--- src/rtl/fetch_stage.sv ---
// -----------------------------------------------------------------------------
// fetch_stage
//
// Instruction-fetch stage of the 5-stage RV32 core. It owns the program counter
// and drives the fetch->decode pipeline registers fd_pc/fd_instr. It handles
// the I-cache request/miss handshake and raises icache_stall while a miss is
// outstanding. Two free-running performance counters are also kept here.
//
// Ports
//   clock            core clock, all state updates on the rising edge
//   reset            asynchronous, active-low reset
//   load_stall       decode load-use hazard: hold fetch
//   branch_stall     decode branch-operand hazard: hold fetch
//   branch_en        decode: branch taken this cycle
//   branch_PC        redirect target (bits [1:0] are ignored)
//   dcache_stall     global freeze from the memory stage
//   mul_stall        global freeze from the multiplier
//   ic_req           I-cache access valid
//   ic_addr          I-cache access address (always the current pc)
//   ic_hit           same-cycle hit, meaningful while ic_req=1
//   ic_data          instruction word returned on a hit
//   ic_fill_done     one-cycle pulse: the missing line has been installed
//   icache_stall     miss outstanding; freezes decode/execute/memory
//   fd_pc            PC of the instruction presented to decode
//   fd_instr         instruction presented to decode
//   perf_fetched     instructions delivered to fd_* (wraps at 2^32)
//   perf_miss_cycles cycles with icache_stall=1 (wraps at 2^32)
// -----------------------------------------------------------------------------
module fetch_stage #(
  parameter logic [31:0] RESET_PC = 32'h0000_0000,
  parameter logic [31:0] BUBBLE   = 32'h0000_0000
) (
  input  logic        clock,
  input  logic        reset,
  input  logic        load_stall,
  input  logic        branch_stall,
  input  logic        branch_en,
  input  logic [31:0] branch_PC,
  input  logic        dcache_stall,
  input  logic        mul_stall,
  output logic        ic_req,
  output logic [31:0] ic_addr,
  input  logic        ic_hit,
  input  logic [31:0] ic_data,
  input  logic        ic_fill_done,
  output logic        icache_stall,
  output logic [31:0] fd_pc,
  output logic [31:0] fd_instr,
  output logic [31:0] perf_fetched,
  output logic [31:0] perf_miss_cycles
);

  // Steady-state sequencing. The one-cycle BOOT phase after reset is tracked
  // by a separate flag so the 2-bit state field keeps one spare encoding
  // (2'd3), which is never entered and falls back to RUN.
  typedef enum logic [1:0] {
    RUN       = 2'd0,
    MISS_WAIT = 2'd1,
    REPLAY    = 2'd2
  } state_t;

  state_t      state;
  logic        booting;
  logic [31:0] pc;
  logic        freeze;
  logic        hold;

  assign freeze  = dcache_stall | mul_stall;
  assign hold    = load_stall | branch_stall;
  assign ic_addr = pc;

  // NOTE: every signal assigned in always_comb gets a default first, so no
  // path through the case leaves it unassigned and no latch is inferred.
  always_comb begin
    ic_req = 1'b0;
    if (!booting) begin
      case (state)
        RUN:       ic_req = !freeze;
        MISS_WAIT: ic_req = 1'b1;
        default:   ic_req = 1'b0;
      endcase
    end
  end

  // icache_stall is a register that is set on the edge entering MISS_WAIT and
  // cleared on the edge leaving REPLAY, so it has no combinational path from
  // any input and is glitch-free for the stages it freezes.
  //
  // NOTE: all state below uses non-blocking assignments so every register
  // samples the pre-edge values regardless of statement order.
  always_ff @(posedge clock or negedge reset) begin
    if (!reset) begin
      booting          <= 1'b1;
      state            <= RUN;
      pc               <= RESET_PC;
      fd_pc            <= 32'h0000_0000;
      fd_instr         <= BUBBLE;
      perf_fetched     <= 32'h0000_0000;
      perf_miss_cycles <= 32'h0000_0000;
      icache_stall     <= 1'b0;
    end else begin
      if (icache_stall) begin
        perf_miss_cycles <= perf_miss_cycles + 32'd1;
      end

      if (booting) begin
        // BOOT: no access this cycle; a late fill pulse is ignored here.
        booting      <= 1'b0;
        state        <= RUN;
        icache_stall <= 1'b0;
      end else begin
        case (state)
          RUN: begin
            if (freeze) begin
              // Whole pipeline frozen: everything holds, redirect ignored.
            end else if (branch_en) begin
              // Redirect overrides hold and any miss on the current pc.
              pc       <= {branch_PC[31:2], 2'b00};
              fd_pc    <= 32'h0000_0000;
              fd_instr <= BUBBLE;
            end else if (hold) begin
              // Decode hazard: hold; a miss now is re-evaluated next cycle.
            end else if (ic_hit) begin
              fd_pc        <= pc;
              fd_instr     <= ic_data;
              pc           <= pc + 32'd4;
              perf_fetched <= perf_fetched + 32'd1;
            end else begin
              state        <= MISS_WAIT;
              icache_stall <= 1'b1;
            end
          end

          MISS_WAIT: begin
            // Decode/freeze inputs are ignored until the line arrives.
            if (ic_fill_done) begin
              state <= REPLAY;
            end
          end

          REPLAY: begin
            // One dead cycle; RUN then re-accesses pc, which now hits.
            state        <= RUN;
            icache_stall <= 1'b0;
          end

          default: begin
            state        <= RUN;
            icache_stall <= 1'b0;
          end
        endcase
      end
    end
  end

endmodule

--- config.mk ---
export PLATFORM = sky130hd
export DESIGN_NAME = fetch_stage
export DESIGN_NICKNAME = d
export VERILOG_FILES = /design/src/rtl/fetch_stage.sv
export SDC_FILE = /design/constraint.sdc
export NUM_CORES = 1
export LEC_CHECK = 0
export ABC_AREA = 1
export BUFFER_PORTS_ARGS = -buffer_cell sky130_fd_sc_hd__buf_2
export CORE_MARGIN = 4
export CORE_UTILIZATION = 45
export DETAILED_ROUTE_END_ITERATION = 16
export PLACE_DENSITY = 0.73
export SYNTH_ARGS = -nofsm -noshare
export SYNTH_HDL_FRONTEND = slang
export SYNTH_SLANG_ARGS = --single-unit
--- constraint.sdc ---
create_clock -name clock -period 1.5 [get_ports clock]
set_clock_uncertainty 0.05 [all_clocks]
set_input_delay 0 -clock clock [delete_from_list [all_inputs] [get_ports clock]]
set_output_delay 0 -clock clock [all_outputs]
set_load 0.01 [all_outputs]
After elaboration in Yosys (flattened, before gate mapping)
Cells that the tools add are included.

Register bits after elaboration: 164. Latch bits: 0. Bits in writable memories: 0. Bits in read-only memories: 0. Bits of input ports: 73. Output and inout port bits: 162. Word-level logic and storage cells: 56. Memories: 0.

Add/subtract/negate cells: 3. Multipliers: 0. Divide/modulo/power cells: 0. $lt $le $gt $ge: 0. Equality and inequality tests: 8. Shifts and indexed selects: 0. Mux-type cells: 24. Bitwise logic cells: 6. Reduce and logical (&&, ||, !) cells: 7.

Operators by type and width (count): $mux W32 (9); $add A32 B1 Y32 const B (2); $add A32 B3 Y32 const B (1); $ne A3 B3 Y1 const B (5); $reduce_and A5 Y1 (3); $mux W2 (6); $mux W1 (6); $reduce_and A6 Y1 (1); $ne A2 B2 Y1 const B (2); $not A1 Y1 (4); $pmux W1 S2 (2); $pmux W2 S2 (1); $eq A2 B1 Y1 const B (1); $logic_not A2 Y1 (1); $or A1 B1 Y1 (2); $reduce_bool A2 Y1 (1); $logic_not A1 Y1 (1).

Logic depth before layout (Yosys ltp)
Depth in word-level cells: 6. Depth in mapped cells: 11. Depth with buffers taken out: 11.

Worst setup path before layout
OpenSTA, ideal clock, no wires.

Kind: reg2reg. Start: register perf_miss_cycles[0]. End: register perf_miss_cycles[18]. Data arrival time: 1523 ps. Required time: 1328 ps. Path slack: -196 ps. Stages on the path, launching flop included: 8. Clock period less this slack: 1696 ps. Path through: dfrtp_1 > ha_1 > nand3_1 > nor2_1 > nand2_1 > nor3_4 > nand2_1 > xor2_1.

Word-level cells in the longest chain between the ends: 1.

RTL lines: start, declared (RTL line 50) `output logic [31:0] perf_miss_cycles`; start signal, assigned (RTL line 103) `perf_miss_cycles <= perf_miss_cycles + 32'd1;`; $add A32 B1 Y32 (RTL line 103).

No other way between the ends. A chain may end at the register's enable or synchronous reset.

Final worst setup path
Start: register state[0]. End: register perf_fetched[8].

Word-level cells in the longest chain between the ends: 2.

RTL lines: start, declared (RTL line 62) `state_t state;`; start signal, assigned (RTL line 94) `state <= RUN;`; start signal, assigned (RTL line 109) `state <= RUN;`; start signal, assigned (RTL line 129) `state <= MISS_WAIT;`; $logic_not A2 Y1 (RTL line 112) `case (state)`; $reduce_and A6 Y1 (no source line); end signal, assigned (RTL line 127) `perf_fetched <= perf_fetched + 32'd1;`; end, declared (RTL line 49) `output logic [31:0] perf_fetched,`.

No other way between the ends.

==> impl_metrics.toml <==
[run_status]
status = "finished with violations"
failed_checks = "negative setup slack"

[logic_synthesis]
yosys_warnings = 0
ys_async_sr_fraction_pct = 100.0
synth.area.top_cells = "dfrtp_1 (47%), nand2_1 (17%), nor2_1 (5.7%)"
synth_cell_type_count = 39
avgSynthCellArea_um2 = 7.621
synth_top_area_share_pct = 46.87
synth_edf_count = 0
synthCells = 1121
ys_seq_area_share_pct = 47.17
dominantRegCellSynth = "dfrtp_1"
synth_top_area_cell = "dfrtp_1"
ys_ff_latch = 161
syn_area_um2 = 8543

[detailed_routing]
first_pass_iters = 5
wire_per_inst_um = 15.96
dr.first_iter.drc_count = 597
viasPerCell = 5.159
drc_errors = 0
drtAntennaViolNets = 0
totalWireLength_um = 29050
num_vias = 9389

[power]
intPower_mw = 8.531
power_density_nw_per_um2 = 938.7
peakVddDrop_mv = 0.8372
combPwrFrac_pct = 23.2
power_leakage_nw = 6.794
pwr-share-seq_pct = 40.6
p_sw_share_pct = 31.87
p_clk_share_pct = 36.2
power_mw = 12.52
p_sw_mw = 3.991

[layout]
final_nets = 1649
antenna_cells = 0
final_common_cell = "nand2_1"
syn_to_final_growth_pct = 56.15
final_cell_mix = "nand2_1 (349), buf_2 (229), dfrtp_1 (147)"
drive_gt1_share_pct = 39.47
fillers = 1441

[critical_path]
cp-start-kind = "register"
path_class = "register to register"
cp_data_arrival_time_ns = 1.91
worstPathRequired_ns = 1.80
critPathCaptureType = "register"
path_max_fanout = 4

[clocking]
cts_buffer_depth = 2
cts.sinks = 161
insertion_delay_ns = 0.43
htreeDepth = 4
path_clk_slew_ns = 0.07
cts_tree = "done"
numCtsBuffers = 17
cts_root_buf = "clkbuf_16"

[grt]
grt_overflow = 0
grt_max_degree = 45
antenna_found_initial = 0
grt_pass1_vias = 9094
grt_pass1_wl_um = 44350
grtUsageTotal_pct = 25.36

[timing]
fin_crit_ns = 1.616
finalWorstSetupSlack_ns = -0.1155
hold_violations = 0
finalCritPeriodShare_pct = 107.7
drv_slew = 0
setup_viol = 65
rsz0062_at_grt = "yes"
holdWs_ns = 0.002960
max_freq_mhz = 619.0

[worst_hold_path]
hp-class = "input port to async pin"

[floorplanning]
core_area_um2 = 18710
start_util_pct = 45.67
rows = 50
io_pins = 235
die_height_um = 145.8
chipWidth_um = 145.8
die_area_um2 = 21250

[place]
gp_congestion = 0.9112
post-dp-hpwl_um = 19440
portBuffers = 230

[job]
maxCapViolCount = 0
==> layout make-up <==
cell class	count	area (um2)	area share, %
multi-input combinational	817	4611	34.56
tap	234	292.8	2.195
clock buffer	17	425.4	3.189
sequential	161	4046	30.33
clock inverter	15	172.7	1.294
inverter	110	431.7	3.236
timing repair buffer	466	3361	25.19
==> power groups by stage <==
stage	Sequential [mW]	Clock (mW)	Combinational, mW
after floorplan	5.31	0	0.846
after global placement	5.10	0	2.39
after detailed placement	5.10	0	2.44
after CTS	5.04	4.58	2.69
after global routing	5.12	4.78	3.17
final	5.08	4.54	2.91
==> path summary, 6_finish.rpt <==
kind | endpoint | slack, ns | startpoint | depth (start not counted)
worst max-delay path | perf_fetched[8]$_DFFE_PN0P_ | -0.12 | state[0]$_DFFE_PN0P_ | 9
worst min-delay path | perf_miss_cycles[14]$_DFFE_PN0P_ | 0.003 | reset | 2
worst max register to register | perf_fetched[8]$_DFFE_PN0P_ | -0.12 | state[0]$_DFFE_PN0P_ | 9
worst min register to register | perf_miss_cycles[31]$_DFFE_PN0P_ | 0.42 | perf_miss_cycles[31]$_DFFE_PN0P_ | 1
max in group asynchronous | booting$_DFF_PN1_ | 0.79 | reset | 3
min in group clock | ic_addr[3]$_DFFE_PN0P_ | 0.07 | branch_en | 4
==> cell usage after synthesis (2+ instances only) <==
cell	count
inv_2	3
and2_1	2
clkbuf_1	9
nor2_4	4
xnor2_1	12
a21oi_1	24
buf_6	3
ha_1	3
o21ai_0	60
buf_2	16
o21ai_1	12
nor3_1	17
nand4_1	12
nand3_1	56
a22o_1	34
nor2_2	9
xor2_1	23
o31ai_1	2
nor3_2	4
dfrtp_1	160
inv_1	107
nand2_1	381
nand3b_1	14
nand2_2	4
buf_4	7
nor2_1	130
==> worst max-delay path: stages, from the launching register on <==
cell	delay [ns]
dfrtp_1	0.41
nor2_4	0.14
nand2_4	0.08
nor2_4	0.16
buf_6	0.13
inv_4	0.03
nor2_4	0.16
nand2_2	0.11
nor2_2	0.11
xor2_1	0.15
==> per-layer routing <==
| metal | track usage [%] | up-vias | part of all wire [%] |
|---|---|---|---|
| li1 | - | 4468 | - |
| met4 | 10.45 | 0 | 3.4 |
| met5 | 0 | - | 0 |
| met3 | 4.796 | 81 | 6.2 |
| met1 | 32.34 | 4486 | 40 |
| met2 | 42.54 | 354 | 50 |
==> logic make-up (layout without fill, tap and decap cells) <==
logic type                 Yosys count  after routing  share of synthesized area, %
buffers and inverters              145            608                         7.176
adders and majority gates            3              3                        0.4394
xor gates and xnor gates            35             35                         3.588
and+or+nand+nor                    638            638                         31.62
DFF                                161            161                         47.17
other                                1              3                       0.04389
AOI/OAI and AO/OA                  138            138                         9.959
==> sequential cells by signal, indices dropped and copies added, names as in the netlist <==
signal,cells
fd_pc,31
state,2
booting,1
ic_addr,30
fd_instr,32
perf_fetched,32
icache_stall,1
perf_miss_cycles,32
==> timing repair <==
item                                    in CTS  in global routing
buffers inserted                             8                 27
hold endpoints to repair                   225                  0
hold buffers                                66                  0
gates cloned                                 1                  3
gates resized for setup                     46                202
pin swaps                                   19                 33
endpoints found under the setup margin      84                139
==> metrics by stage <==
stage               cells  TNS [ns]  instance area (um2)  setup WS [ns]  util, %
floorplan            1123   -0.1515                 8612       -0.05601        -
global placement     1685   -0.3915                10970       -0.06586    58.62
detailed placement   1685    -3.623                10970        -0.1093    58.62
CTS                  1792   -0.4539                12480       -0.05436    66.73
global route         1820    -9.940                13340        -0.2269    71.32
finish               1820    -2.168                13340        -0.1155    71.32
Note: power is estimated with default switching activity, not from simulation.
